File: config.mk
export PLATFORM = sky130hd
export DESIGN_NAME = clock_adjust_ctrl
export DESIGN_NICKNAME = d
export VERILOG_FILES = /design/src/rtl/clock_adjust_ctrl.sv
export SDC_FILE = /design/constraint.sdc
export NUM_CORES = 1
export LEC_CHECK = 0
export CAP_MARGIN = 20
export CORE_MARGIN = 1
export CORE_UTILIZATION = 53
export DETAILED_ROUTE_END_ITERATION = 7
export GPL_TIMING_DRIVEN = 0
export HOLD_SLACK_MARGIN = 0.1
export PLACE_DENSITY = 0.8
export SLEW_MARGIN = 15
export SYNTH_ARGS = -nofsm -noshare
export SYNTH_HDL_FRONTEND = slang
export SYNTH_SLANG_ARGS = --single-unit
File: constraint.sdc
create_clock -name clk -period 7.6 [get_ports clk]
set_input_delay 0.76 -clock clk [delete_from_list [all_inputs] [get_ports clk]]
set_output_delay 0.76 -clock clk [all_outputs]
set_load 0.01 [all_outputs]
File: src/rtl/clock_adjust_ctrl.sv
// clock_adjust_ctrl: key-driven set-up controller for the clock/calendar
// counter. Snapshots the running time or date on entry to adjust mode, edits
// one 2-digit BCD field at a time with range-correct wrap, and drops back to
// run mode on a mode key press or after TIMEOUT_S seconds without keys.
module clock_adjust_ctrl #(
  parameter int unsigned CLK_FREQ  = 50_000_000,
  parameter int unsigned TIMEOUT_S = 10
) (
  input  logic        clk,
  input  logic        rst_n,
  input  logic        key_mode,
  input  logic        key_dt,
  input  logic        key_sel,
  input  logic        key_inc,
  input  logic        key_dec,
  input  logic [23:0] time_num,
  input  logic [23:0] data_num,
  output logic [1:0]  model,
  output logic        date_time_ch,
  output logic [23:0] adjust_time_num,
  output logic [23:0] adjust_date_num,
  output logic [1:0]  edit_field
);

  localparam int unsigned PW = (CLK_FREQ > 1) ? $clog2(CLK_FREQ) : 1;
  localparam int unsigned SW = $clog2(TIMEOUT_S + 1);
  localparam logic [PW-1:0] PRESC_MAX = PW'(CLK_FREQ - 1);
  localparam logic [SW-1:0] SECS_LAST = SW'(TIMEOUT_S - 1);

  // The state encoding doubles as the model output seen by the counter.
  typedef enum logic [1:0] {
    ST_RUN = 2'b00,
    ST_ADJ = 2'b11
  } state_e;

  state_e        state_q, state_d;
  logic          dt_q, dt_d;
  logic [1:0]    field_q, field_d;
  logic [23:0]   time_q, time_d;
  logic [23:0]   date_q, date_d;
  logic [PW-1:0] presc_q, presc_d;
  logic [SW-1:0] secs_q, secs_d;

  logic       key_any;
  logic       sec_tick;
  logic       timeout;
  logic [7:0] fld_cur, fld_lo, fld_hi, fld_new, day_max;

  // Both digits must be decimal for a byte to count as a BCD value.
  function automatic logic bcd_ok(input logic [7:0] v);
    return (v[7:4] <= 4'd9) && (v[3:0] <= 4'd9);
  endfunction

  // Increment within [lo, hi]; max or any out-of-range value wraps to lo.
  function automatic logic [7:0] bcd_inc(input logic [7:0] v, input logic [7:0] lo,
                                         input logic [7:0] hi);
    if (!bcd_ok(v) || (v < lo) || (v >= hi)) return lo;
    if (v[3:0] == 4'd9) return {v[7:4] + 4'd1, 4'd0};
    return {v[7:4], v[3:0] + 4'd1};
  endfunction

  // Decrement within [lo, hi]; min or any out-of-range value wraps to hi.
  function automatic logic [7:0] bcd_dec(input logic [7:0] v, input logic [7:0] lo,
                                         input logic [7:0] hi);
    if (!bcd_ok(v) || (v <= lo) || (v > hi)) return hi;
    if (v[3:0] == 4'd0) return {v[7:4] - 4'd1, 4'd9};
    return {v[7:4], v[3:0] - 4'd1};
  endfunction

  // Last day of a BCD month; February is fixed at 28, unknown months get 31.
  function automatic logic [7:0] days_in_month(input logic [7:0] mon);
    case (mon)
      8'h02:                      return 8'h28;
      8'h04, 8'h06, 8'h09, 8'h11: return 8'h30;
      default:                    return 8'h31;
    endcase
  endfunction

  assign key_any  = key_mode | key_dt | key_sel | key_inc | key_dec;
  assign sec_tick = (presc_q == PRESC_MAX);
  // A key pulse in the same cycle restarts the idle window instead of timing out.
  assign timeout  = (state_q == ST_ADJ) && !key_any && sec_tick && (secs_q == SECS_LAST);

  // Next-state, field editing and idle-timer logic.
  always_comb begin
    // NOTE: every signal driven here gets a default first, so no path leaves one unassigned (no latches).
    state_d = state_q;
    dt_d    = dt_q;
    field_d = field_q;
    time_d  = time_q;
    date_d  = date_q;
    presc_d = presc_q;
    secs_d  = secs_q;
    day_max = days_in_month(date_q[15:8]);
    fld_cur = 8'h00;
    fld_lo  = 8'h00;
    fld_hi  = 8'h00;

    case (field_q)
      2'd0:    fld_cur = dt_q ? date_q[23:16] : time_q[23:16];
      2'd1:    fld_cur = dt_q ? date_q[15:8]  : time_q[15:8];
      default: fld_cur = dt_q ? date_q[7:0]   : time_q[7:0];
    endcase

    if (!dt_q) begin
      case (field_q)
        2'd0:    begin fld_lo = 8'h00; fld_hi = 8'h23; end
        default: begin fld_lo = 8'h00; fld_hi = 8'h59; end
      endcase
    end else begin
      case (field_q)
        2'd0:    begin fld_lo = 8'h00; fld_hi = 8'h99;    end
        2'd1:    begin fld_lo = 8'h01; fld_hi = 8'h12;    end
        default: begin fld_lo = 8'h01; fld_hi = day_max;  end
      endcase
    end

    // key_inc outranks key_dec when both pulse together.
    fld_new = key_inc ? bcd_inc(fld_cur, fld_lo, fld_hi) : bcd_dec(fld_cur, fld_lo, fld_hi);

    case (state_q)
      ST_RUN: begin
        if (key_mode) begin
          state_d = ST_ADJ;
          field_d = 2'd0;
          if (dt_q) date_d = data_num;
          else      time_d = time_num;
        end else if (key_dt) begin
          dt_d = ~dt_q;
        end
      end
      ST_ADJ: begin
        if (key_mode || timeout) begin
          state_d = ST_RUN;
        end else if (key_dt) begin
          dt_d    = ~dt_q;
          field_d = 2'd0;
          if (dt_q) time_d = time_num;
          else      date_d = data_num;
        end else if (key_sel) begin
          field_d = (field_q == 2'd2) ? 2'd0 : field_q + 2'd1;
        end else if (key_inc || key_dec) begin
          if (!dt_q) begin
            case (field_q)
              2'd0:    time_d[23:16] = fld_new;
              2'd1:    time_d[15:8]  = fld_new;
              default: time_d[7:0]   = fld_new;
            endcase
          end else begin
            case (field_q)
              2'd0: date_d[23:16] = fld_new;
              2'd1: begin
                // The day follows the new month down so the date stays legal.
                date_d[15:8] = fld_new;
                if (!bcd_ok(date_q[7:0]) || (date_q[7:0] > days_in_month(fld_new)))
                  date_d[7:0] = days_in_month(fld_new);
              end
              default: date_d[7:0] = fld_new;
            endcase
          end
        end
      end
      default: state_d = ST_RUN;
    endcase

    // Idle timer runs only while adjusting; any key or exit restarts it.
    if ((state_q != ST_ADJ) || key_any || timeout) begin
      presc_d = '0;
      secs_d  = '0;
    end else if (sec_tick) begin
      presc_d = '0;
      secs_d  = secs_q + SW'(1);
    end else begin
      presc_d = presc_q + PW'(1);
    end
  end

  // State and output registers.
  always_ff @(posedge clk or negedge rst_n) begin
    // NOTE: sequential state uses non-blocking assignments so all registers update together.
    if (!rst_n) begin
      state_q <= ST_RUN;
      dt_q    <= 1'b0;
      field_q <= 2'd0;
      time_q  <= 24'h000000;
      date_q  <= 24'h200101;
      presc_q <= '0;
      secs_q  <= '0;
    end else begin
      state_q <= state_d;
      dt_q    <= dt_d;
      field_q <= field_d;
      time_q  <= time_d;
      date_q  <= date_d;
      presc_q <= presc_d;
      secs_q  <= secs_d;
    end
  end

  assign model           = state_q;
  assign date_time_ch    = dt_q;
  assign edit_field      = field_q;
  assign adjust_time_num = time_q;
  assign adjust_date_num = date_q;

endmodule

==> qor.txt, run 1 <==
Status - complete, no violations
Initial DRC count - 456
Number of diodes - 0
Tcrit/Tclk final - 0.891
Post-synth ARST share - 1.00
Vias in the first global route - 5238
Fin Setup TNS - 0 ps
Most common cell on crit path - nand2_1
Setup Fix Bufs, Post-CTS - 0
Post-route cell area - 6850 um2
Sequential share of the synthesized area - 0.380
Global placer's final weighted congestion - 0.957
FMAX - 148 MHz
Clock Latency Late Sink - 360 ps
Crit path max fanout - 10
DRC - 0
Slew HR - 0.262
Max Cap Viol - 0
Final worst path period need - 6780 ps
Antenna violations before repair - 0
Setup Skew - 11.3 ps
CP Launch Type - register
GR Overflow Total - 0
Initial Util - 0.551
Drt total wl - 17.2 mm
RSZ-0062 raised after global routing - false
Crit-path slowest cell - a211oi_1
Core ar. - 9820 um2
Syn Area/Cell - 8.64 um2
Slew Limit Fails - 0
Area after DPL - 6660 um2
# IOs - 108
Worst-path clk slew - 90 ps
Endpoint class of the critical path - register
Final setup vio count - 0
Via density - 6.15
CP bufs+invs - 3
Critical path launch point - edit_field[1]$_DFFE_PN0P_
DR top layer - met4
Post-DP HPWL - 13.0 mm
Leak Pwr - 2.81 nW
Worst stage delay on the critical path - 890 ps
Drt first pass iters - 6
Max Root-Sink Buffers - 2
# clock sinks - 82
GR Util All Layers - 0.337
Hold buffers post-CTS - 0
Final Total Pwr - 2.95 mW
Height of the die - 103 um
Row count - 36
ANT nets after route - 0
Fin. Hold Viols - 0
Synth Flop Type - dfrtp_1
Power density cells - 431 nW/um2
Layout cells sized above 1 - 0.0694
Syn-to-layout area delta - 26.6%
M1 wire length - 7.34 mm
Die area - 10600 um2
Met2 wire len - 7.85 mm
Measured slew at the worst slew-check pin - 1100 ps
Worst r2r src - edit_field[1]$_DFFE_PN0P_
PortBufs - 106
Post-cts resize count - 0
CTS tree - built
Req. time, crit path - 7830 ps
Largest net degree at the start of global routing - 50
Net Count, Synth - 699
Synthesized instance count - 626
DR WL met3 - 1.45 mm
Critical path arrival - 7000 ps
WL/cell - 19.5 um
CTS root buffer - clkbuf_8
CP top delay family - compound AO/OA/AOI/OAI gates
Layout fillers - 801
Die W - 103 um
Global-route wire length before repair - 26.8 mm
Critical path class - register to register
Clock buffer count from CTS - 9
HP Class - primary input to async pin
Layout net count - 817
CTS H-tree lvls - 3
Yosys warns - 0
Synth cell types - 73
Post-Syn Area - 5410 um2
Post-synth EDFFs - 0
Maximum vdd drop - 272 uV
Synthesized flop and latch total - 82
Vias - 5424
-- through the flow --
| step | instances | util | hold slack (ps) | setup WS (ps) |
|---|---|---|---|---|
| after floorplan | 626 | - | 464 | 2170 |
| after global placement | 865 | 0.676 | 479 | 1150 |
| after detailed placement | 866 | 0.678 | 487 | 1030 |
| after CTS | 882 | 0.698 | 344 | 970 |
| after global routing | 882 | 0.698 | 369 | 447 |
| final | 882 | 0.698 | 340 | 825 |
-- logic make-up after synthesis --
group,count (synthesis),synth area share
AO/OA/AOI/OAI,142,0.192
XOR/XNOR,33,0.0534
adder cells (fa/ha/maj),18,0.0416
buffers and inverters,47,0.0368
flip-flops,82,0.380
multiplexers,22,0.0509
AND/OR/NAND/NOR,282,0.246
-- sequential cells by signal (all words and copies together) (netlist names) --
signal           cells
edit_field           2
presc_q             26
date_time_ch         1
adjust_date_num     24
adjust_time_num     24
secs_q               4
model                1
-- Yosys cell counts (4+ instances only) --
library cell	n	share of area
mux4_2	4	0.017
nand4_1	11	0.013
nand2_1	96	0.067
buf_1	6	0.0042
inv_1	18	0.012
a31oi_1	4	0.0046
dfrtp_1	79	0.37
o22ai_1	4	0.0046
nand2b_1	10	0.012
nor4_1	5	0.0058
and2_1	6	0.0069
a22oi_1	6	0.0083
and3_1	8	0.0093
xnor2_1	13	0.021
o31ai_1	37	0.051
and4_1	4	0.0065
a21o_1	4	0.0056
nor2_1	87	0.060
nor2b_1	7	0.0081
nor3_1	7	0.0065
mux2i_1	14	0.026
ha_1	18	0.042
a21oi_1	16	0.015
xor2_1	20	0.032
o21ai_0	31	0.029
nand3_1	19	0.018
mux2_2	4	0.0083
clkbuf_1	15	0.010
o211ai_1	4	0.0056
-- worst register-to-register path: cells and delay by family, from the launching register on --
family / cells / cell delay, ps
AO/OA/AOI/OAI: 12 / 3180
AND/OR/NAND/NOR: 8 / 1690
buffers and inverters: 3 / 760
adder cells (fa/ha/maj): 2 / 600
flip-flops: 1 / 410
-- placed cells by master (no fill, tap or decap), types with 10 or more instances in the layout --
cell type        instances
xnor2_1                 13
xor2_1                  20
clkdlybuf4s50_1        105
o31ai_1                 37
nand4_1                 11
nand2_1                 96
mux2i_1                 14
nor2_1                  87
ha_1                    18
inv_1                   18
nand3_1                 19
dfrtp_1                 79
clkbuf_1                16
o21ai_0                 31
clkbuf_8                11
a21oi_1                 16
nand2b_1                10
-- power breakdown --
part	internal (mW)	switching (mW)	leakage, nW
sequential	0.572	0.154	1.06
combinational	0.802	1.12	1.67
clock	0.139	0.167	0.0896
total	1.51	1.44	2.81
-- cell type report --
class                   count  area (um2)  share of cell area
plain buffers              28         128              0.0186
clock buffers              12         155              0.0227
clock inverters             4        32.5             0.00475
inverters                  19        71.3              0.0104
multi-input cells         497        3150               0.461
flip-flops and latches     82        2060               0.300
well taps                 133         166              0.0243
repair buffers            107        1090               0.159
-- per-layer routing --
metal,vias up,global-route usage
met5,-,0
met4,0,0.138
met3,57,0.0515
met2,310,0.519
met1,2572,0.478
li1,2485,-
-- path summary, 6_finish.rpt --
kind	endpoint	slack, ps	cells past startpoint
min in group clk	adjust_time_num[12]$_DFFE_PN0P_	500	2
max in group asynchronous	edit_field[1]$_DFFE_PN0P_	6650	2
max reg2reg	adjust_date_num[6]$_DFFE_PN0P_	820	25
max	adjust_date_num[6]$_DFFE_PN0P_	820	25
min	adjust_date_num[3]$_DFFE_PN0P_	340	1
min reg2reg	adjust_time_num[12]$_DFFE_PN0P_	500	2
Note: power is estimated with default switching activity, not from simulation.
==> inputs of run 2 (changes only) <==
--- a/config.mk
+++ b/config.mk
@@ -8,6 +8,7 @@
 export CAP_MARGIN = 20
 export CORE_MARGIN = 1
 export CORE_UTILIZATION = 53
+export CTS_CLUSTER_SIZE = 25
 export DETAILED_ROUTE_END_ITERATION = 7
 export GPL_TIMING_DRIVEN = 0
 export HOLD_SLACK_MARGIN = 0.1
==> results of run 2 <==
Same layout as run 1: the final DEF is identical, and so are final timing and power.
==> inputs of run 3 (changes only) <==
--- a/config.mk
+++ b/config.mk
@@ -6,6 +6,7 @@
 export NUM_CORES = 1
 export LEC_CHECK = 0
 export CAP_MARGIN = 20
+export CORE_ASPECT_RATIO = 1.4
 export CORE_MARGIN = 1
 export CORE_UTILIZATION = 53
 export CTS_CLUSTER_SIZE = 25
==> run 3 against run 2 <==
Via count rose by 1.5%. Sequential power rose by 2%. Register-to-register slack got worse by 240 ps. Critical path depth decreased by 1. Combinational power grew 3%. Global-route usage grew 2.6 points. Power grew 8.9%. Maximum frequency fell by 3.5%. Sequential share of layout area decreased by 0.74 points. Critical path type unchanged. Largest power group unchanged.
==> qor.txt, run 3 (synthesis results as in run 1) <==
Crit-path slowest cell - nor4b_1
Initial Util - 0.546
PnR worst setup slack - 580 ps
CTS tree - built
Req. time, crit path - 7800 ps
Vias - 5507
Drt first pass iters - 7
Syn-to-layout area delta - 29.8%
Layout net count - 817
ANT nets after route - 0
Number of diodes - 0
Worst stage delay on the critical path - 810 ps
Core ar. - 9900 um2
CTS H-tree lvls - 3
Slew HR - 0.288
Leak Pwr - 2.90 nW
Most flops, register - presc_q
Worst-path clk slew - 70 ps
Most common cell after layout, fill and taps aside - clkdlybuf4s50_1
Fin Setup TNS - 0 ps
Layout fillers - 763
# clock sinks - 82
Max Cap Viol - 0
Post-cts resize count - 0
Hold buffers post-CTS - 0
Commonest cells after routing, fill and taps aside - clkdlybuf4s50_1 (105), nand2_1 (96), nor2_1 (87)
Drt total wl - 18.4 mm
HP Class - primary input to async pin
Critical path class - register to register
Maximum vdd drop - 294 uV
Clock Latency Late Sink - 340 ps
GR Util All Layers - 0.363
# IOs - 108
Initial DRC count - 530
Critical path arrival - 7210 ps
Pre-CTS WS - 778 ps
CTS root buffer - clkbuf_16
Setup Fix Bufs, Post-CTS - 0
Crit path max fanout - 10
Global placer's final weighted congestion - 1.01
GR Overflow Total - 0
Max Root-Sink Buffers - 2
Final worst path period need - 7020 ps
Vias in the first global route - 5445
Slew Limit Fails - 0
Final setup vio count - 0
Height of the die - 122 um
CP Launch Type - register
Endpoint class of the critical path - register
CP top delay family - compound AO/OA/AOI/OAI gates
Status - complete, no violations
Global-route wire length before repair - 28.8 mm
Post-DP HPWL - 14.0 mm
Antenna violations before repair - 0
Die W - 87.4 um
FMAX - 142 MHz
Largest register FFs - 26
RSZ-0062 raised after global routing - false
Die area - 10600 um2
Via density - 6.23
Cells along the critical path - buf_2 -> clkbuf_1 -> or3b_2 -> a21oi_1 -> a221o_1 -> ha_1 -> a21oi_1 -> o21ai_0 -> o41ai_1 -> o2bb2ai_1 -> o41a_1 -> nand3_1 -> a31oi_1 -> nor4b_1 -> and3_1 -> inv_1 -> ha_1 -> a21o_1 -> a21oi_1 -> o221a_2 -> o21ai_0 -> nand2_1 -> clkbuf_1 -> o21ai_0
Layout cells sized above 1 - 0.0721
Fin. Hold Viols - 0
Power density cells - 458 nW/um2
Tcrit/Tclk final - 0.924
Final Total Pwr - 3.22 mW
Row count - 43
PortBufs - 106
WL/cell - 20.8 um
Setup Skew - 9.67 ps
CP bufs+invs - 4
Largest net degree at the start of global routing - 61
Clock buffer count from CTS - 9
DRC - 0
Measured slew at the worst slew-check pin - 1060 ps
==> run 3: final cells by class <==
cell class | instances | area (um2) | area share
clock buffers | 11 | 253 | 0.0360
inverters | 19 | 71.3 | 0.0102
multi-input cells | 497 | 3160 | 0.450
repair buffers | 107 | 1090 | 0.155
well taps | 135 | 169 | 0.0241
clock inverters | 5 | 100 | 0.0143
plain buffers | 28 | 128 | 0.0182
flip-flops and latches | 82 | 2060 | 0.293
==> run 3: layer usage <==
| layer | share of wire | wire [um] | track usage | vias to the layer above |
|---|---|---|---|---|
| li1 | - | - | - | 2493 |
| met1 | 0.37 | 6780 | 0.430 | 2630 |
| met2 | 0.51 | 9300 | 0.612 | 302 |
| met3 | 0.063 | 1150 | 0.0583 | 82 |
| met4 | 0.061 | 1130 | 0.224 | 0 |
| met5 | 0 | 0 | 0 | - |
==> run 3: worst paths after layout <==
path,start,to,slack [ps],cells past startpoint
max,edit_field[1]$_DFFE_PN0P_,adjust_date_num[6]$_DFFE_PN0P_,580,24
min,rst_n,presc_q[14]$_DFF_PN0_,320,1
max reg2reg,edit_field[1]$_DFFE_PN0P_,adjust_date_num[6]$_DFFE_PN0P_,580,24
min reg2reg,adjust_date_num[21]$_DFFE_PN1P_,adjust_date_num[21]$_DFFE_PN1P_,500,2
max in group asynchronous,rst_n,adjust_date_num[21]$_DFFE_PN1P_,6640,2
min in group clk,adjust_date_num[21]$_DFFE_PN1P_,adjust_date_num[21]$_DFFE_PN1P_,500,2
==> run 3: report_power, final <==
| group | internal [mW] | switching [mW] | leakage, nW |
|---|---|---|---|
| clock network | 0.338 | 0.173 | 0.176 |
| logic | 0.806 | 1.16 | 1.67 |
| registers | 0.573 | 0.164 | 1.06 |
==> run 3: stage by stage <==
step,util,cell area (um2),cells,hold slack (ps)
global placement,0.671,6640,867,477
CTS,0.709,7020,884,319
global route,0.709,7020,884,340
finish,0.709,7020,884,319
floorplan,-,5410,626,464
detailed placement,0.673,6660,868,492
